File: src/rtl/work_loader.sv
// work_loader: frames and checksums 80-byte mining jobs from the UART byte
// stream, holds the last good job on its outputs and replies ACK/NAK.
//
// Ports:
//   clk, rst_n                  clock, asynchronous active-low reset
//   rx_data, rx_valid           received byte stream (no backpressure)
//   tx_data, tx_valid, tx_ready reply byte handshake (0x06 ACK, 0x15 NAK)
//   digest_initial .. nonce     job fields, updated only on an accepted frame
//   write_en                    one-cycle pulse when the job fields change
//   frame_err                   one-cycle pulse on checksum mismatch or timeout
//   busy                        high whenever a frame or reply is in progress
//   good_cnt                    accepted-job counter, wraps 255 to 0
module work_loader #(
    parameter int TIMEOUT_CYCLES = 100_000_000,
    parameter int TO_W           = 27
) (
    input  logic         clk,
    input  logic         rst_n,
    input  logic [7:0]   rx_data,
    input  logic         rx_valid,
    output logic [7:0]   tx_data,
    output logic         tx_valid,
    input  logic         tx_ready,
    output logic [255:0] digest_initial,
    output logic [255:0] digest,
    output logic [31:0]  merkle,
    output logic [31:0]  time_out,
    output logic [31:0]  target,
    output logic [31:0]  nonce,
    output logic         write_en,
    output logic         frame_err,
    output logic         busy,
    output logic [7:0]   good_cnt
);

    localparam logic [1:0] S_HUNT  = 2'd0;
    localparam logic [1:0] S_PAY   = 2'd1;
    localparam logic [1:0] S_CHK   = 2'd2;
    localparam logic [1:0] S_REPLY = 2'd3;

    localparam logic [7:0] SYNC = 8'hA5;
    localparam logic [7:0] ACK  = 8'h06;
    localparam logic [7:0] NAK  = 8'h15;

    localparam logic [6:0] LAST_IDX = 7'd79;

    // The idle count seen in the cycle before the edge that reaches the limit.
    localparam logic [TO_W-1:0] IDLE_LAST = TO_W'(TIMEOUT_CYCLES - 1);
    localparam logic [TO_W-1:0] IDLE_ONE  = TO_W'(1);

    logic [1:0]      state;
    logic [6:0]      cnt;
    logic [7:0]      acc;
    logic [639:0]    sr;
    logic [TO_W-1:0] idle;
    logic            timeout;

    assign busy = (state != S_HUNT);

    // The timeout wins even if a byte arrives on the same edge.
    assign timeout = ((state == S_PAY) || (state == S_CHK)) &&
                     (idle == IDLE_LAST);

    always_ff @(posedge clk or negedge rst_n) begin
        if (!rst_n) begin
            state          <= S_HUNT;
            cnt            <= '0;
            acc            <= '0;
            sr             <= '0;
            idle           <= '0;
            tx_data        <= '0;
            tx_valid       <= 1'b0;
            digest_initial <= '0;
            digest         <= '0;
            merkle         <= '0;
            time_out       <= '0;
            target         <= '0;
            nonce          <= '0;
            write_en       <= 1'b0;
            frame_err      <= 1'b0;
            good_cnt       <= '0;
        end else begin
            write_en  <= 1'b0;
            frame_err <= 1'b0;
            if (timeout) begin
                frame_err <= 1'b1;
                idle      <= '0;
                state     <= S_HUNT;
            end else begin
                unique case (state)
                    S_HUNT: begin
                        if (rx_valid && (rx_data == SYNC)) begin
                            cnt   <= '0;
                            acc   <= '0;
                            idle  <= '0;
                            state <= S_PAY;
                        end
                    end
                    S_PAY: begin
                        if (rx_valid) begin
                            sr   <= {sr[631:0], rx_data};
                            acc  <= acc ^ rx_data;
                            cnt  <= cnt + 7'd1;
                            idle <= '0;
                            if (cnt == LAST_IDX) begin
                                state <= S_CHK;
                            end
                        end else begin
                            idle <= idle + IDLE_ONE;
                        end
                    end
                    S_CHK: begin
                        if (rx_valid) begin
                            idle     <= '0;
                            tx_valid <= 1'b1;
                            state    <= S_REPLY;
                            if (rx_data == acc) begin
                                // First payload byte sits at the top of sr.
                                digest_initial <= sr[639:384];
                                digest         <= sr[383:128];
                                merkle         <= sr[127:96];
                                time_out       <= sr[95:64];
                                target         <= sr[63:32];
                                nonce          <= sr[31:0];
                                write_en       <= 1'b1;
                                good_cnt       <= good_cnt + 8'd1;
                                tx_data        <= ACK;
                            end else begin
                                frame_err <= 1'b1;
                                tx_data   <= NAK;
                            end
                        end else begin
                            idle <= idle + IDLE_ONE;
                        end
                    end
                    S_REPLY: begin
                        // Incoming bytes are dropped until the reply is taken.
                        if (tx_ready) begin
                            tx_valid <= 1'b0;
                            state    <= S_HUNT;
                        end
                    end
                    default: begin
                        state <= S_HUNT;
                    end
                endcase
            end
        end
    end

endmodule

File: config.mk
export PLATFORM = sky130hd
export DESIGN_NAME = work_loader
export DESIGN_NICKNAME = d
export VERILOG_FILES = /design/src/rtl/work_loader.sv
export SDC_FILE = /design/constraint.sdc
export NUM_CORES = 2
export LEC_CHECK = 0
export ABC_CLOCK_PERIOD_IN_PS = 3100
export BUFFER_PORTS_ARGS = -buffer_cell sky130_fd_sc_hd__clkbuf_2
export CORE_ASPECT_RATIO = 1.5
export CORE_MARGIN = 1.5
export CORE_UTILIZATION = 50
export DETAILED_ROUTE_END_ITERATION = 8
export PLACE_DENSITY = 0.77
export SLEW_MARGIN = 30
export SYNTH_ARGS = -nofsm -noshare
export SYNTH_HDL_FRONTEND = slang
export SYNTH_SLANG_ARGS = --single-unit
File: constraint.sdc
create_clock -name clk -period 3.1 [get_ports clk]
set_input_delay 0.465 -clock clk [delete_from_list [all_inputs] [get_ports clk]]
set_output_delay 0.465 -clock clk [all_outputs]
set_load 0.01 [all_outputs]
[After elaboration in Yosys (flattened, before gate mapping)]
Cells that the tools add are included.
Cells by class
  add/sub/neg operators: 3
  multipliers: 0
  divide/modulo/power cells: 0
  order comparisons: 0
  equal/unequal tests: 16
  shift operators: 0
  mux-type cells: 29
  bitwise operators: 2
  reduce and logical (&&, ||, !) cells: 16
Operator list (count)
  27-bit 2-to-1 mux: 3
  27-bit case mux with 2 select lines: 1
  27-bit by 1-bit adder with 27-bit output (second input constant): 1
  27-bit equality test (second input constant): 1
  8-bit 2-to-1 mux: 2
  8-bit case mux with 2 select lines: 1
  7-bit 2-to-1 mux: 2
  7-bit case mux with 2 select lines: 1
  2-bit 2-to-1 mux: 6
  3-bit != test (second input constant): 4
  4-bit AND reduction: 3
  1-bit 2-to-1 mux: 10
  8-bit by 1-bit adder with 8-bit output (second input constant): 1
  8-bit equality test: 1
  8-bit equality test (second input constant): 1
  2-bit != test (second input constant): 4
  2-bit case mux with 4 select lines: 1
  8-bit bitwise XOR: 1
  7-bit by 1-bit adder with 7-bit output (second input constant): 1
  7-bit equality test (second input constant): 1
  3-bit AND reduction: 2
  2-bit nonzero test: 3
  5-bit 2-to-1 mux: 1
  5-bit AND reduction: 1
  11 further kinds: 13
Word-level totals
  bits in registers: 1343
  latch bits: 0
  memory bits (writable): 0
  memory bits (read-only): 0
  input bits: 12
  word-level logic and storage cells: 82
  memories: 0

[Logic depth before layout (Yosys ltp)]
  depth in word-level cells: 5
  mapped depth: 11
  mapped depth without buffers: 7

[Worst setup path after synthesis]
Ideal clock, no wire load.
  path type: flip-flop to flip-flop
  start point: register state[0]
  end point: register digest_initial[100]
  setup time: 0.125 ns
  data arrival time: 2.410 ns
  required time: 2.975 ns
  path slack: 0.565 ns
  stages on the path, launching flop included: 12
  buffers on the path: 4
  period minus slack after synthesis: 2.535 ns
  cell sequence: dfrtp_1 > inv_1 > ha_1 > and3b_1 > and4_1 > a211o_1 > buf_6 > nor2_8 > buf_8 > buf_8 > buf_8 > mux2_4
On the way
  cells in the longest elaborated chain, start to end: 5
RTL lines
  start: declaration: line 51  | logic [1:0] state;
  start signal: assignment: line 66  | state <= S_HUNT;
  start signal: assignment: line 88  | state <= S_HUNT;
  start signal: assignment: line 96  | state <= S_PAY;
  2-bit by 1-bit equality test with 1-bit output or 2-bit equality test (tied branches): line 61, 90
  1-bit logical OR: line 61  | assign timeout = ((state == S_PAY) || (state == S_CHK)) &&
  1-bit logical AND: line 61
  1-bit inverter (no line)
  4-bit AND reduction (no line) (*)
  end signal: assignment: line 119  | digest_initial <= sr[639:384];
  end: declaration: line 24  | output logic [255:0] digest_initial,
Mark *: on every way between the ends. The rest lies on a longest branch, timed or not.
A chain may end at the register's enable or synchronous reset.

[Worst setup path in the final report]
  start point: register state[1]
  end point: register digest_initial[148]
The elaborated chain is that of the path after synthesis.

==> metrics.md <==
| Metric | Value |
|---|---|
| Min Hold Slack | `0.0748 ns` |
| Asr flop ratio synth | `between 90% and 100%` |
| DR pass1 iterations | `5` |
| Top-area cell type share of the netlist area | `65.2%` |
| CTS tree | `yes` |
| Nets | `3811` |
| Post-route ant nets | `0` |
| Clk slew on worst S/H paths | `0.07 ns` |
| Cells after Synth | `between 3000 and 4000` |
| Most common cell after layout, fill and taps aside | `dfrtp_1` |
| IO buf count | `667` |
| Finished Layout Cells | `approximately 5200` |
| Pin count of the biggest net entering global routing | `approximately 120` |
| Dpl cell area | `roughly 0.056 mm²` |
| Worst path bufs/invs | `3` |
| Via count | `27964` |
| Number of DRC markers in iteration 0 | `between 1000 and 1500` |
| Design Area, Final | `0.0602 mm²` |
| Clock Path Buffers | `3` |
| Mean Syn Cell Area | `between 15 and 20 µm²` |
| Antenna cell count | `0` |
| H-tree level count | `3` |
| Die Wd | `265 µm` |
| Synth Cell Area | `just over 0.05 mm²` |
| Data required, critical path | `between 3 and 4 ns` |
| Final TNS setup | `0 ns` |
| Root Driver | `clkbuf_16` |
| PwrDens | `approximately 630 mW/mm²` |
| Leading post-synthesis cells by cell area | `dfrtp_1 (65%), mux2_2 (26%), mux2_4 (1.5%)` |
| Post-synth EDFFs | `0` |
| Slowest-stage cell, CP | `dfrtp_1` |
| RSZ-0062 raised after global routing | `no` |
| Hpwl dp | `slightly above 80 mm` |
| Layout cells sized above 1 | `a little under three fifths` |
| Die Ht | `between 300 and 400 µm` |
| Rows | `143` |
| Placer Congestion | `roughly 0.83` |
| Leakage power figure | `about 32 nW` |
| Vias in the first global route | `between 20000 and 30000` |
| Met3 Use GR | `between 6 and 7%` |
| CP max stage delay | `approximately 0.39 ns` |
| Vias per std cell | `5.38` |
| Most frequent cells in the layout | `dfrtp_1 (1338), mux2_2 (1167), clkbuf_2 (666)` |
| Initial Util | `between 50 and 60%` |
| All-Layer GR Usage | `between 20% and 30%` |
| Slew headroom | `56.8%` |
| WL/cell | `between 20 and 25 µm` |
| Final Max Tran Viols | `0` |
| Total CTS buffers | `114` |
| CORE AREA | `between 0.1 and 0.15 mm²` |
| VDD IR max | `~0.00056 V` |
| Hold Crit Class | `in -> reg` |
| Setup Slack @ Placement | `between 0.2 and 0.25 ns` |
| Largest delay share family, worst path | `simple AND/OR/NAND/NOR gates` |
| Final setup vio count | `0` |
| Synth unique cells | `54` |
| Fmax | `approximately 350 MHz` |
| Layout area overhead | `17.3%` |
| Cell taking the most area after synthesis | `dfrtp_1` |
| Period utilization | `93.3%` |
| CP Launch Type | `flop` |
| Io pins | `approximately 670` |
| CTS Sinks | `about 1300` |
| Hold Vio Cnt, Final | `0` |
| Final WL | `116 mm` |
| Total power | `38.0 mW` |
| Ys flop type | `dfrtp_1` |
| Final Skew | `around 0.046 ns` |
| Crit-path cells | `inv_1 > ha_1 > and3b_1 > and4_1 > a211o_1 > nor2_8 > buf_12 > buf_4 > mux2_2` |
| Worst-Margin Slew | `about 0.65 ns` |
| Die area | `approximately 0.10 mm²` |
| Slack of the critical path | `between 0.2 and 0.25 ns` |
| Final min period | `between 2 and 3 ns` |
| Status | `finished clean` |
| Sequential-to-total area share from yosys stat | `approximately two thirds` |
| Synth Warn # | `0` |
| Max Cap Viol | `0` |
| DRC violations left | `0` |
| Worst path arrival time | `between 3 and 4 ns` |
| Register bit total from synthesis | `roughly 1300` |
| Dpl cells | `4972` |
| Crit Path Max Fanout | `23` |
| Initial antenna violation count | `2` |
| CP Class | `reg -> reg` |
| R2R Setup Slk | `about 0.21 ns` |
| CP endpoint kind | `flop` |
| Met1 Usage GRT | `around a quarter` |
| GRT Max-Usage Layer | `met2` |
| Fin util | `approximately three fifths` |
| Met2 Resource Use GR | `between 30% and 40%` |
| Grt ovf | `0` |
| First-pass GRT wire length | `between 150 and 200 mm` |
| Worst-Skew Late Latency | `approximately 0.75 ns` |
## synthesized netlist by cell type, drive strengths merged, types with 14 or more instances
library cell	instances
dfrtp	1338
mux2	1282
buf	151
a21oi	30
o31ai	30
or4	22
nand2b	21
nand2	19
clkbuf	16
nand4	16
o21ai	15
nand3	14
## logic make-up (layout without fill, tap and decap cells)
family | Yosys count | after routing | share of synthesized area [%]
buffers and inverters | 178 | 1010 | 2.92
other | 1 | 4 | 0.00730
muxes | 1284 | 1284 | 28.5
adders and majority gates | 8 | 8 | 0.195
AOI/OAI and AO/OA | 96 | 96 | 1.26
DFF | 1338 | 1338 | 65.2
and+or+nand+nor | 144 | 144 | 1.76
xor gates and xnor gates | 7 | 7 | 0.119
## final timing paths
kind / from / to / cells past startpoint
worst min-delay path: tx_ready / tx_valid / 4
worst max-delay path: state[1] / digest_initial[148] / 9
min in group asynchronous: rst_n / sr[449] / 2
worst max register to register: state[1] / digest_initial[148] / 9
max in group asynchronous: rst_n / idle[2] / 4
worst min register to register: tx_data[2] / tx_data[2] / 1
## routing by layer
metal / up-vias / share of wire [%]
met5: - / 0
met4: 0 / 4.2
met3: 195 / 6.7
met2: 725 / 50
met1: 14648 / 39
li1: 12396 / -
## power by group
group	switching, mW	internal, mW
logic	2.38	1.99
clock network	6.53	8.11
registers	0.708	18.3
total	9.61	28.4
## registers in the layout, summed over array words and instances (netlist names), 2 cells and up
register,flops
target,32
tx_data,3
good_cnt,8
state,2
digest_initial,256
digest,256
time_out,32
nonce,32
idle,27
acc,8
merkle,32
sr,640
cnt,7
## worst register-to-register path: stages (launching register included)
cell     delay [ns]
dfrtp_1        0.39
inv_1          0.10
ha_1           0.33
and3b_1        0.20
and4_1         0.25
a211o_1        0.36
nor2_8         0.18
buf_12         0.24
buf_4          0.34
mux2_2         0.37
## repair_timing
action / 4_1_cts / 5_1_grt
endpoints found under the setup margin: 0 / 0
setup buffers: 0 / 0
hold buffers: 7 / 0
resized for setup: 0 / 0
hold endpoints to repair: 87 / 0
## cell type report
cell class                 count  area (µm²)
fill                        7705       41400
sequential                  1338       33500
clock inverter                45         494
clock buffer                 171        3420
tap                         1305        1630
timing repair buffer         783        4760
inverter                      11        41.3
multi-input combinational   1543       16400
Note: power is estimated with default switching activity, not from simulation.
